--- config.mk ---
export PLATFORM = sky130hd
export DESIGN_NAME = doppler_gate_sequencer
export DESIGN_NICKNAME = d
export VERILOG_FILES = /design/src/rtl/doppler_gate_sequencer.sv
export SDC_FILE = /design/constraint.sdc
export NUM_CORES = 1
export LEC_CHECK = 0
export BUFFER_PORTS_ARGS = -buffer_cell sky130_fd_sc_hd__buf_2
export CAP_MARGIN = 20
export CORE_ASPECT_RATIO = 1.25
export CORE_MARGIN = 2
export CORE_UTILIZATION = 40
export CTS_CLUSTER_SIZE = 8
export DETAILED_ROUTE_END_ITERATION = 16
export HOLD_SLACK_MARGIN = 0.08
export PLACE_DENSITY_LB_ADDON = 0.12
export SYNTH_ARGS = -nofsm -noshare
export SYNTH_HDL_FRONTEND = slang
export SYNTH_SLANG_ARGS = --single-unit
--- constraint.sdc ---
create_clock -name clk -period 9.05 [get_ports clk]
set_input_delay 1.81 -clock clk [delete_from_list [all_inputs] [get_ports clk]]
set_output_delay 1.81 -clock clk [all_outputs]
set_load 0.05 [all_outputs]
--- src/rtl/doppler_gate_sequencer.sv ---
// PRF-period scheduler: clears the demodulator, fires the TX burst, gates integration and captures I/Q.
// Optional `DOPPLER_DROP_COUNT_EN adds a saturating drop_count output for overrun events.
module doppler_gate_sequencer #(
   parameter int unsigned PIPE_LAT = 2,
   parameter int unsigned CNT_W    = 16,
   parameter int unsigned TX_W     = 8
) (
   input  logic             clk,
   input  logic             reset,
   input  logic             run,
   input  logic [1:0]       cfg_freq_sel,
   input  logic [TX_W-1:0]  cfg_tx,
   input  logic [CNT_W-1:0] cfg_delay,
   input  logic [CNT_W-1:0] cfg_gate,
   input  logic [CNT_W-1:0] cfg_prf,
   input  logic [63:0]      demod_out,
   output logic             demod_enable,
   output logic             demod_reset,
   output logic [1:0]       demod_freq_sel,
   output logic             tx_en,
   output logic [63:0]      res_data,
   output logic             res_valid,
   input  logic             res_ready,
   output logic             busy,
   output logic             cfg_err,
`ifdef DOPPLER_DROP_COUNT_EN
   output logic [15:0]      drop_count,
`endif
   output logic             overrun
);

   localparam int unsigned SUM_W = CNT_W + 2;

   typedef enum logic [2:0] {
      S_IDLE, S_CLEAR, S_TX, S_DELAY, S_INTEG, S_SETTLE, S_WAIT
   } state_t;

   state_t state, state_nx, after_c;

   logic [CNT_W-1:0] prf_cnt, prf_last;
   logic [CNT_W-1:0] b_tx, b_dly, b_int, b_set;
   logic [SUM_W-1:0] sum_dly_c, sum_int_c, sum_set_c, need_c;
   logic             cfg_ok_c, latch_c, period_end_c, capture_c;
   logic             tx_en_d, demod_reset_d, demod_enable_d, busy_d;

   // Phase boundaries are absolute PRF-counter values of the last cycle of each phase.
   always_comb begin
      sum_dly_c    = SUM_W'(cfg_tx) + SUM_W'(cfg_delay);
      sum_int_c    = sum_dly_c + SUM_W'(cfg_gate);
      sum_set_c    = sum_int_c + SUM_W'(PIPE_LAT);
      need_c       = sum_set_c + SUM_W'(1);
      cfg_ok_c     = (cfg_tx != '0) && (cfg_gate != '0) && (need_c <= SUM_W'(cfg_prf));
      latch_c      = (state == S_IDLE) && run;
      period_end_c = (prf_cnt == prf_last);
      capture_c    = (PIPE_LAT == 0) ? ((state == S_INTEG) && (prf_cnt == b_int))
                                     : ((state == S_SETTLE) && (prf_cnt == b_set));
   end

   // Next-state logic
   always_comb begin
      state_nx = state;
      after_c  = period_end_c ? (run ? S_CLEAR : S_IDLE) : S_WAIT;
      case (state)
         S_IDLE:   if (run && cfg_ok_c) state_nx = S_CLEAR;
         S_CLEAR:  state_nx = S_TX;
         S_TX:     if (prf_cnt == b_tx) state_nx = (b_dly == b_tx) ? S_INTEG : S_DELAY;
         S_DELAY:  if (prf_cnt == b_dly) state_nx = S_INTEG;
         S_INTEG:  if (prf_cnt == b_int) state_nx = (PIPE_LAT == 0) ? after_c : S_SETTLE;
         S_SETTLE: if (prf_cnt == b_set) state_nx = after_c;
         S_WAIT:   if (period_end_c) state_nx = run ? S_CLEAR : S_IDLE;
         default:  state_nx = S_IDLE;
      endcase
   end

   // Output decode from next state so the gate flops line up with the state they represent.
   always_comb begin
      tx_en_d        = 1'b0;
      demod_reset_d  = 1'b0;
      demod_enable_d = 1'b0;
      busy_d         = 1'b0;
      tx_en_d        = (state_nx == S_TX);
      demod_reset_d  = (state_nx == S_CLEAR);
      demod_enable_d = (state_nx == S_INTEG) || (state_nx == S_SETTLE);
      busy_d         = (state_nx != S_IDLE);
   end

   always_ff @(posedge clk) begin
      if (!reset) begin
         state        <= S_IDLE;
         tx_en        <= 1'b0;
         demod_reset  <= 1'b0;
         demod_enable <= 1'b0;
         busy         <= 1'b0;
      end else begin
         state        <= state_nx;
         tx_en        <= tx_en_d;
         demod_reset  <= demod_reset_d;
         demod_enable <= demod_enable_d;
         busy         <= busy_d;
      end
   end

   // Period counter, config latch and one-deep result slot.
   always_ff @(posedge clk) begin
      if (!reset) begin
         prf_cnt        <= '0;
         prf_last       <= '0;
         b_tx           <= '0;
         b_dly          <= '0;
         b_int          <= '0;
         b_set          <= '0;
         demod_freq_sel <= '0;
         cfg_err        <= 1'b0;
         overrun        <= 1'b0;
         res_data       <= '0;
         res_valid      <= 1'b0;
`ifdef DOPPLER_DROP_COUNT_EN
         drop_count     <= '0;
`endif
      end else begin
         if ((state_nx == S_CLEAR) || (state_nx == S_IDLE)) prf_cnt <= '0;
         else                                              prf_cnt <= prf_cnt + CNT_W'(1);

         if (latch_c) begin
            if (cfg_ok_c) begin
               b_tx           <= CNT_W'(cfg_tx);
               b_dly          <= CNT_W'(sum_dly_c);
               b_int          <= CNT_W'(sum_int_c);
               b_set          <= CNT_W'(sum_set_c);
               prf_last       <= cfg_prf - CNT_W'(1);
               demod_freq_sel <= cfg_freq_sel;
               cfg_err        <= 1'b0;
               overrun        <= 1'b0;
`ifdef DOPPLER_DROP_COUNT_EN
               drop_count     <= '0;
`endif
            end else begin
               cfg_err <= 1'b1;
            end
         end

         if (capture_c) begin
            if (!res_valid || res_ready) begin
               res_data  <= demod_out;
               res_valid <= 1'b1;
            end else begin
               overrun <= 1'b1;
`ifdef DOPPLER_DROP_COUNT_EN
               if (drop_count != 16'hFFFF) drop_count <= drop_count + 16'(1);
`endif
            end
         end else if (res_valid && res_ready) begin
            res_valid <= 1'b0;
         end
      end
   end

endmodule

==> summary.txt, run 1 <==
Status
  – Status: complete, no violations

Clock tree
  – Post-CTS setup buffer count: 0
  – CTS clk-pin slew, worst paths: around 0.060 ns
  – Post-cts resize count: 0
  – Clk sinks: ~160
  – Clk root buf: clkbuf_16
  – Hold_buf cts: 0
  – Clock buffer count from CTS: 17
  – CTS tree: done
  – Clock H-tree levels: 4
  – Clk_lat worst skew: between 0.4 and 0.5 ns
  – Max Buffers Root-to-Sink: 2

Job
  – Max cap viols: 0

Timing
  – Min Tclk post-route: approximately 8.3 ns
  – Max Fclk: approximately 0.12 GHz
  – Unrepaired setup endpoints after global routing: false
  – Final hold vios: 0
  – Slew headroom: about 33%
  – Setup TNS Final: 0 ns
  – Finish-stage setup viols: 0
  – Final Skew: ~0.01 ns
  – Tcrit/Tclk final: 92.0%
  – Least-Margin Pin Slew: roughly 1 ns
  – Slew Viols, Final: 0

Synthesis
  – Post-synthesis cell area: between 9000 and 10000 sq um
  – Synthesized area per cell: between 7 and 8 sq um
  – Cell count after synthesis: approximately 1200
  – Syn_nets: between 1000 and 1500
  – Synth async-reset ratio: 0%
  – Yosys cell types: 66
  – Top FF cell, synth: dfxtp_1
  – Post-synth EDFFs: 0
  – Post-synthesis sequential area ratio: about 34%
  – Synth Register Bits: 163
  – Synth warnings: 0

Critical path
  – WP data arrival: slightly below 9 ns
  – Max incr delay on CP: 0.62 ns
  – CP Launch Type: input port
  – Top Family by Delay on Critical Path: compound AO/OA/AOI/OAI gates
  – Crit-path slowest cell: a2111oi_4
  – CP Buf/Inv Count: 2
  – Crit-path max FO: 73
  – Worst Setup End Kind: flop
  – WS Path Type: input port to flop
  – Critical Path RT: approximately 9.4 ns

Route
  – DRT iter0 DRCs: 509
  – Per-cell routed wire length: 17.0 um
  – Drt first pass iters: 5
  – DR vias/cell: between 5 and 6
  – Total number of vias: 9178
  – DRC Markers: 0
  – Antenna viol nets, final: 0
  – Drt total wl: 29100 um

Pwr
  – Leakage: between 4 and 5 nW
  – Worst VDD drop: 101 uV
  – Total Power: 2.54 mW
  – P per Cell Area: 221 nW/um^2

GRT
  – Number of global-route vias before repair: approximately 8500
  – Gr usage total: around 22%
  – Initial antenna violation count: 0
  – First-pass GRT wire length: around 45000 um
  – Total grt overflow: 0
  – Largest net degree at the start of global routing: 78

Layout
  – Most common cell after layout, fill and taps aside: buf_2
  – Ant diodes: 0
  – Syn-to-layout area delta: 19.2%
  – # fillers: 2370
  – Share of layout cells above drive strength 1: 19.0%
  – Most frequent cells in the layout: 198 x buf_2, 173 x nand2_1, 163 x dfxtp_1
  – Layout Nets: 1548

Min path
  – Hold WC Path Type: flop to flop

Floorplan
  – Die height: ~180 um
  – Die area: between 20000 and 30000 sq um
  – Ports: roughly 200
  – Core Box Area: approximately 24000 sq um
  – Initial core utilization: between 40% and 50%
  – Die W: 143 um
  – Row count: 63

Place
  – RePlAce Congestion: slightly above 0.9
  – Number of buffers added on ports: between 150 and 200
  – Dpl hpwl: around 22000 um
-- per-layer routing --
layer  up-vias  GRT usage [%]  wire length, um
met3        44           4.16             1500
met4         0           8.58              810
met2       265           39.2            14200
met1      4271           27.2            12600
li1       4598              -                -
met5         -              0                0
-- state kept, by name, summed over array words and instances, names as in the netlist, 2 cells and up --
register        cells
prf_cnt            16
prf_last           16
b_int              16
b_dly              16
demod_freq_sel      2
state               3
b_set              15
res_data           64
b_tx                8
-- final timing paths --
kind                              startpoint           end  slack, ns  cells after the start
worst max-delay path               cfg_tx[0]   demod_reset       0.72                     29
worst min-delay path            res_data[47]  res_data[47]       0.45                      2
worst max register to register    prf_cnt[7]    prf_cnt[0]       5.75                      9
worst min register to register  res_data[47]  res_data[47]       0.45                      2
-- Yosys cell counts (4+ instances only) --
cell type  instances  area (sq um)
a211oi_1          29           218
a211oi_2           4          50.1
a21o_1             7          52.6
a21oi_1          138           691
and2_1             4          25.0
and3_1            12          75.1
buf_2             15          75.1
buf_4              4          30.0
clkbuf_1          61           229
dfxtp_1          163          3260
ha_1              45           563
inv_1             29           109
nand2_1          173           649
nand2b_1           4          25.0
nand3_1           67           335
nand4_1           34           213
nor2_1            53           199
nor2b_1            5          31.3
nor3_1            59           295
nor4_1            19           119
o211a_1            4          40.0
o211ai_1           7          52.6
o21a_1             5          37.5
o21ai_0           52           260
o21ai_1            4          20.0
o21bai_1           4          30.0
o22ai_1            5          31.3
or3_1              4          25.0
xnor2_1          125          1090
xor2_1            34           298
-- layout make-up --
type | count | area, sq um | area share, %
multi-input combinational | 947 | 5950 | 51.8
sequential | 163 | 3260 | 28.4
timing repair buffer | 216 | 1160 | 10.1
clock buffer | 20 | 457 | 3.97
tap | 325 | 407 | 3.54
clock inverter | 12 | 130 | 1.13
inverter | 30 | 115 | 1.00
-- where the power goes --
group	switching [mW]	total, mW	internal (mW)
Combinational	0.557	0.952	0.394
Clock	0.300	0.720	0.421
Sequential	0.0717	0.865	0.793
Total	0.929	2.54	1.61
-- worst min-delay path, stage by stage, from the launching register on --
cell and delay [ns]:
dfxtp_1 0.30, nand2_1 0.05, a21oi_1 0.05
-- cell families after synthesis --
group	share of synthesized area, %
AND/OR/NAND/NOR	22.7
adder cells (fa/ha/maj)	6.25
AO/OA/AOI/OAI	17.6
XOR/XNOR	14.6
buffers and inverters	4.67
multiplexers	0.311
flip-flops	33.8
-- stage by stage --
stage	hold slack [ns]	instances	utilization (%)	instance area (sq um)	setup WS, ns
2_1_floorplan	0.447	1221	-	9640	0.942
3_3_place_gp	0.439	1680	45.9	10900	0.407
3_5_place_dp	0.444	1681	46.0	10900	0.332
4_1_cts	0.453	1713	48.4	11500	0.782
5_1_grt	0.465	1713	48.4	11500	0.195
6_report	0.449	1713	48.4	11500	0.720
No activity file was read; power rests on OpenSTA's default activity.
==> run 2, diff against run 1 <==
- PLACE_DENSITY: unset -> 0.66
- PLACE_DENSITY_LB_ADDON: 0.12 -> unset
==> run 2 against run 1 <==
Against the previous run: clock skew decreased by 0.0025 ns; register-to-register slack worse by 0.02 ns; clock power is 1% higher; flip-flop and latch count unchanged; largest cell class unchanged; critical endpoint is now prf_last[5]; core utilization hardly changed.
==> summary.txt, run 2 (synthesis results as in run 1) <==
Pwr
  – Sequential fraction of design power: 34.1%
  – Worst VDD drop: about 100 uV
  – Total Power: around 2.5 mW
  – Clk pwr share: between 20% and 30%
  – Leakage: about 4.5 nW
  – Sw power: 904 uW
  – Internal Power: about 1.6 mW
  – P per Cell Area: 220 nW/um^2
  – Sw Ratio: between 30% and 40%
  – Logic gate share of total power: 37.2%

Min path
  – Hold Path Stages: 2
  – Hold WC Path Type: flop to flop

Critical path
  – WS Path Type: input port to flop
  – Critical Path RT: between 9 and 10 ns
  – Crit-path slowest cell: a2111oi_4
  – WP data arrival: about 8.6 ns
  – Critical Path Start: cfg_tx[0]
  – Max incr delay on CP: about 0.60 ns
  – Worst Setup End Kind: flop
  – Critical R2R Capture: res_data[32]
  – Worst R2R Setup Slack: ~5.7 ns
  – CP Buf/Inv Count: 2
  – Top Family by Delay on Critical Path: compound AO/OA/AOI/OAI gates
  – CP Launch Type: input port
  – R2R cell count: 9
  – Crit-path max FO: 16
  – Worst reg2reg path startpoint: prf_cnt[7]
  – Critical path depth in cells: 29
  – Setup crit end: prf_last[5]

Layout
  – Ant diodes: 0
  – Final instance area: 11500 sq um
  – Max FFs per register: 64
  – Largest Register: res_data
  – # fillers: between 2000 and 2500
  – Most common cell after layout, fill and taps aside: buf_2
  – Syn-to-layout area delta: 19.2%
  – FF/Latch Area: 3260 sq um
  – Share of layout cells above drive strength 1: 18.9%
  – Layout Nets: roughly 1600
  – Multi-input gate area: about 6000 sq um
  – Most frequent cells in the layout: 198 x buf_2, 173 x nand2_1, 163 x dfxtp_1
  – Filler-free cell count of the finished design: roughly 1700

Route
  – DRT iter0 DRCs: 490
  – Per-cell routed wire length: 16.7 um
  – DR vias/cell: between 5 and 6
  – Antenna viol nets, final: 0
  – Drt total wl: roughly 29000 um
  – Drt first pass iters: 5
  – DRC Markers: 0
  – Total number of vias: ~9200

Floorplan
  – Die W: ~140 um
  – Die height: between 150 and 200 um
  – Core Box Area: 23700 sq um
  – Initial core utilization: around 41%
  – Row count: 63
  – Die area: approximately 25000 sq um
  – Ports: between 150 and 200

Timing
  – Least-Margin Pin Slew: 0.897 ns
  – Setup TNS Final: 0 ns
  – Slew headroom: between 30% and 40%
  – Unrepaired setup endpoints after global routing: false
  – Worst Hold Slack: about 0.45 ns
  – Finish-stage setup viols: 0
  – Final Skew: ~0.0078 ns
  – Tcrit/Tclk final: between 90% and 100%
  – Slew Viols, Final: 0
  – Final hold vios: 0
  – Min Tclk post-route: just over 8 ns
  – Max Fclk: ~0.12 GHz

Clock tree
  – Hold_buf cts: 0
  – Post-cts resize count: 0
  – CTS clk-pin slew, worst paths: ~0.06 ns
  – Post-CTS setup buffer count: 0
  – Clock H-tree levels: 4
  – Clock buffer count from CTS: 17
  – Max Buffers Root-to-Sink: 2
  – Clk root buf: clkbuf_16
  – Clk sinks: approximately 160
  – CTS tree: done
  – Clk_lat worst skew: between 0.4 and 0.5 ns

Place
  – RePlAce Congestion: roughly 0.96
  – Placed insts: ~1700
  – DP Area: 10900 sq um
  – Dpl hpwl: 21900 um
  – Number of buffers added on ports: 198

Job
  – Max cap viols: 0

GRT
  – Largest net degree at the start of global routing: 75
  – Total grt overflow: 0
  – Initial antenna violation count: 0
  – Gr usage total: around 22%
  – First-pass GRT wire length: ~44000 um
  – Number of global-route vias before repair: between 8000 and 9000

Status
  – Status: complete, no violations
[run 2: cell count changes in the layout (fill, tap and decap cells not counted), sizes merged]
cell      change
clkinv        -3
buf           +2
bufinv        +1
clkbuf        +1
clkinvlp      -1
[run 2: power groups by stage]
stage | clock network, mW | logic [mW] | registers [mW]
6_report | 0.727 | 0.941 | 0.862
5_1_grt | 0.767 | 1.04 | 0.871
3_3_place_gp | 0 | 0.916 | 0.876
3_5_place_dp | 0 | 0.930 | 0.878
2_1_floorplan | 0 | 0.674 | 0.874
4_1_cts | 0.741 | 0.935 | 0.862
[run 2: worst reg2reg max path: stages, from the launching register on]
cell     delay, ns
dfxtp_1       0.69
xnor2_1       0.19
nand4_1       0.11
nor4_1        0.59
and2_1        0.23
and3b_1       0.31
nor2b_4       0.18
buf_4         0.51
nand2_1       0.26
a21oi_1       0.17
[run 2: worst min-delay path by stage]
stage               slack, ns          from      endpoint
global route             0.47  res_data[52]  res_data[52]
CTS                      0.45  res_data[12]  res_data[12]
global placement         0.44  res_data[60]  res_data[60]
floorplan                0.45   prf_last[7]   prf_last[7]
finish                   0.45  res_data[42]  res_data[42]
detailed placement       0.44  res_data[44]  res_data[44]
[run 2: stage by stage]
stage	util (%)	worst slack [ns]
finish	48.5	0.786
global route	48.5	0.108
CTS	48.4	0.810
floorplan	-	0.942
global placement	45.9	0.512
detailed placement	45.9	0.381
[run 2: final cells by class]
class,instances,share of cell area [%]
clock buffers,21,4.00
clock inverters,9,1.13
inverters,30,1.00
multi-input cells,947,51.8
flip-flops and latches,163,28.4
well taps,325,3.54
repair buffers,218,10.1
[run 2: layer usage]
metal | track usage (%) | share of wire, %
met5 | 0 | 0
met1 | 26.4 | 42
met4 | 8.58 | 2.8
met2 | 39.1 | 49
met3 | 4.02 | 5.9
==> run 3, diff against run 2 <==
- MAX_ROUTING_LAYER: unset -> met4
==> run 3 against run 2 <==
Against the previous run: final cell count about the same; critical endpoint is now prf_last[15]; clock power about the same; die area unchanged.
==> summary.txt, run 3 (synthesis results as in run 1) <==
Clock tree
  – Clk sinks: roughly 160
  – CTS clk-pin slew, worst paths: approximately 0.060 ns
  – CTS tree: done
  – Clk root buf: clkbuf_16
  – Post-CTS setup buffer count: 0
  – Hold_buf cts: 0
  – Clock buffer count from CTS: 17
  – Clk_lat worst skew: 0.43 ns
  – Clock H-tree levels: 4
  – Post-cts resize count: 0
  – Max Buffers Root-to-Sink: 2

Timing
  – Slew headroom: 30.9%
  – Tcrit/Tclk final: between 90% and 100%
  – Least-Margin Pin Slew: 1.03 ns
  – Final Skew: roughly 0.0064 ns
  – Final hold vios: 0
  – Max Fclk: around 0.12 GHz
  – Min Tclk post-route: 8.40 ns
  – Setup TNS Final: 0 ns
  – Slew Viols, Final: 0
  – Unrepaired setup endpoints after global routing: false
  – Finish-stage setup viols: 0

Critical path
  – Critical Path RT: 9.38 ns
  – WS Path Type: input port to flop
  – WP data arrival: 8.74 ns
  – Crit-path max FO: 14
  – R2R cell count: 9
  – Critical Path Start: cfg_tx[0]
  – CP Launch Type: input port
  – Critical R2R Capture: res_data[32]
  – Worst reg2reg path startpoint: prf_cnt[7]
  – Worst Setup End Kind: flop
  – Worst R2R Setup Slack: ~5.7 ns

GRT
  – Total grt overflow: 0
  – Gr usage total: between 20% and 30%
  – Largest net degree at the start of global routing: 75
  – First-pass GRT wire length: around 45000 um
  – Initial antenna violation count: 0
  – Number of global-route vias before repair: 8408

Floorplan
  – Ports: between 150 and 200
  – Core Box Area: 23700 sq um
  – Die area: around 25000 sq um
  – Row count: 63
  – Die W: about 140 um
  – Die height: about 180 um
  – Initial core utilization: around two fifths

Place
  – Placed insts: between 1500 and 2000
  – Dpl hpwl: between 20000 and 25000 um
  – Number of buffers added on ports: around 200
  – RePlAce Congestion: roughly 0.94

Route
  – DR vias/cell: 5.37
  – DRT iter0 DRCs: about 570
  – Total number of vias: around 9200
  – DRC Markers: 0
  – Antenna viol nets, final: 0
  – Drt total wl: 28800 um
  – Per-cell routed wire length: approximately 17 um
  – Drt first pass iters: 5

Min path
  – Hold Crit Start: res_data[59]
  – Hold WC Path Type: flop to flop
  – Hold Path Stages: 2
  – Sink of the worst hold path: res_data[59]

Layout
  – Multi-input gate area: between 5000 and 6000 sq um
  – Share of layout cells above drive strength 1: 18.9%
  – Ant diodes: 0
  – Max FFs per register: 64
  – Filler-free cell count of the finished design: around 1700
  – Most frequent cells in the layout: 198 x buf_2, 173 x nand2_1, 163 x dfxtp_1
  – Most common cell after layout, fill and taps aside: buf_2
  – Largest Register: res_data
  – Syn-to-layout area delta: 19.1%
  – FF/Latch Area: 3260 sq um
  – # fillers: 2311
  – Layout Nets: about 1600

Pwr
  – P per Cell Area: ~220 nW/um^2
  – Leakage: around 4.4 nW
  – Worst VDD drop: 97.5 uV

Job
  – Max cap viols: 0

Status
  – Status: complete, no violations
-- run 3: cell count changes in the layout (fill, tap and decap cells not counted), sizes merged --
| cell | change |
|---|---|
| clkinv | +1 |
| inv | -1 |
| clkinvlp | +1 |
-- run 3: how the worst max path moves through the flow --
| stage | end | slack (ns) | cells past startpoint |
|---|---|---|---|
| 2_1_floorplan | b_set[10] | 0.94 | 32 |
| 3_3_place_gp | b_set[12] | 0.33 | 28 |
| 3_5_place_dp | prf_last[3] | 0.27 | 28 |
| 4_1_cts | demod_reset | 0.68 | 28 |
| 5_1_grt | b_set[12] | 0.12 | 29 |
| 6_report | prf_last[15] | 0.65 | 28 |
-- run 3: through the flow --
step	power, mW	hold slack (ns)	instance area [sq um]	setup slack (ns)	util, %
finish	2.53	0.449	11500	0.646	48.4
global route	2.68	0.471	11500	0.121	48.4
CTS	2.54	0.452	11500	0.676	48.4
detailed placement	1.81	0.444	10900	0.271	45.9
global placement	1.80	0.439	10900	0.331	45.9
floorplan	1.55	0.447	9640	0.942	-
-- run 3: layout make-up --
cell class                      instances  area share [%]
Multi-Input combinational cell        947            51.8
Sequential cell                       163            28.4
Timing Repair Buffer                  218            10.2
Clock buffer                           21            3.92
Tap cell                              325            3.54
Clock inverter                         10            1.17
Inverter                               30            1.00
-- run 3: worst max-delay path, stage by stage --
cell and delay, ns:
buf_2 0.11, ha_1 0.22, fa_1 0.40, a21o_1 0.19, a21oi_1 0.21, o21ai_0 0.15
nor2_1 0.13, xnor2_1 0.18, ha_1 0.34, a21o_1 0.27, o32a_1 0.42, a2111oi_4 0.61
and2_1 0.28, xor2_1 0.15, nand4_1 0.21, or3_1 0.43, xor2_1 0.16, ha_1 0.32
a21o_1 0.19, a21oi_1 0.13, o21ai_0 0.09, nor3_1 0.20, o221ai_1 0.15, a211oi_1 0.30
and4b_2 0.52, buf_4 0.27, nor3_1 0.06, a211oi_1 0.23
-- run 3: power breakdown --
part / internal [mW] / leakage, nW / switching (mW) / total, mW
Sequential: 0.793 / 1.32 / 0.0702 / 0.863
Clock: 0.438 / 0.283 / 0.287 / 0.725
Combinational: 0.389 / 2.84 / 0.552 / 0.941
-- run 3: metal layers --
layer	track usage, %	wire [um]	vias up
li1	-	-	4604
met1	27.2	12400	4288
met2	39.3	14200	264
met4	8.70	735	0
met3	3.78	1390	43
met5	-	0	-
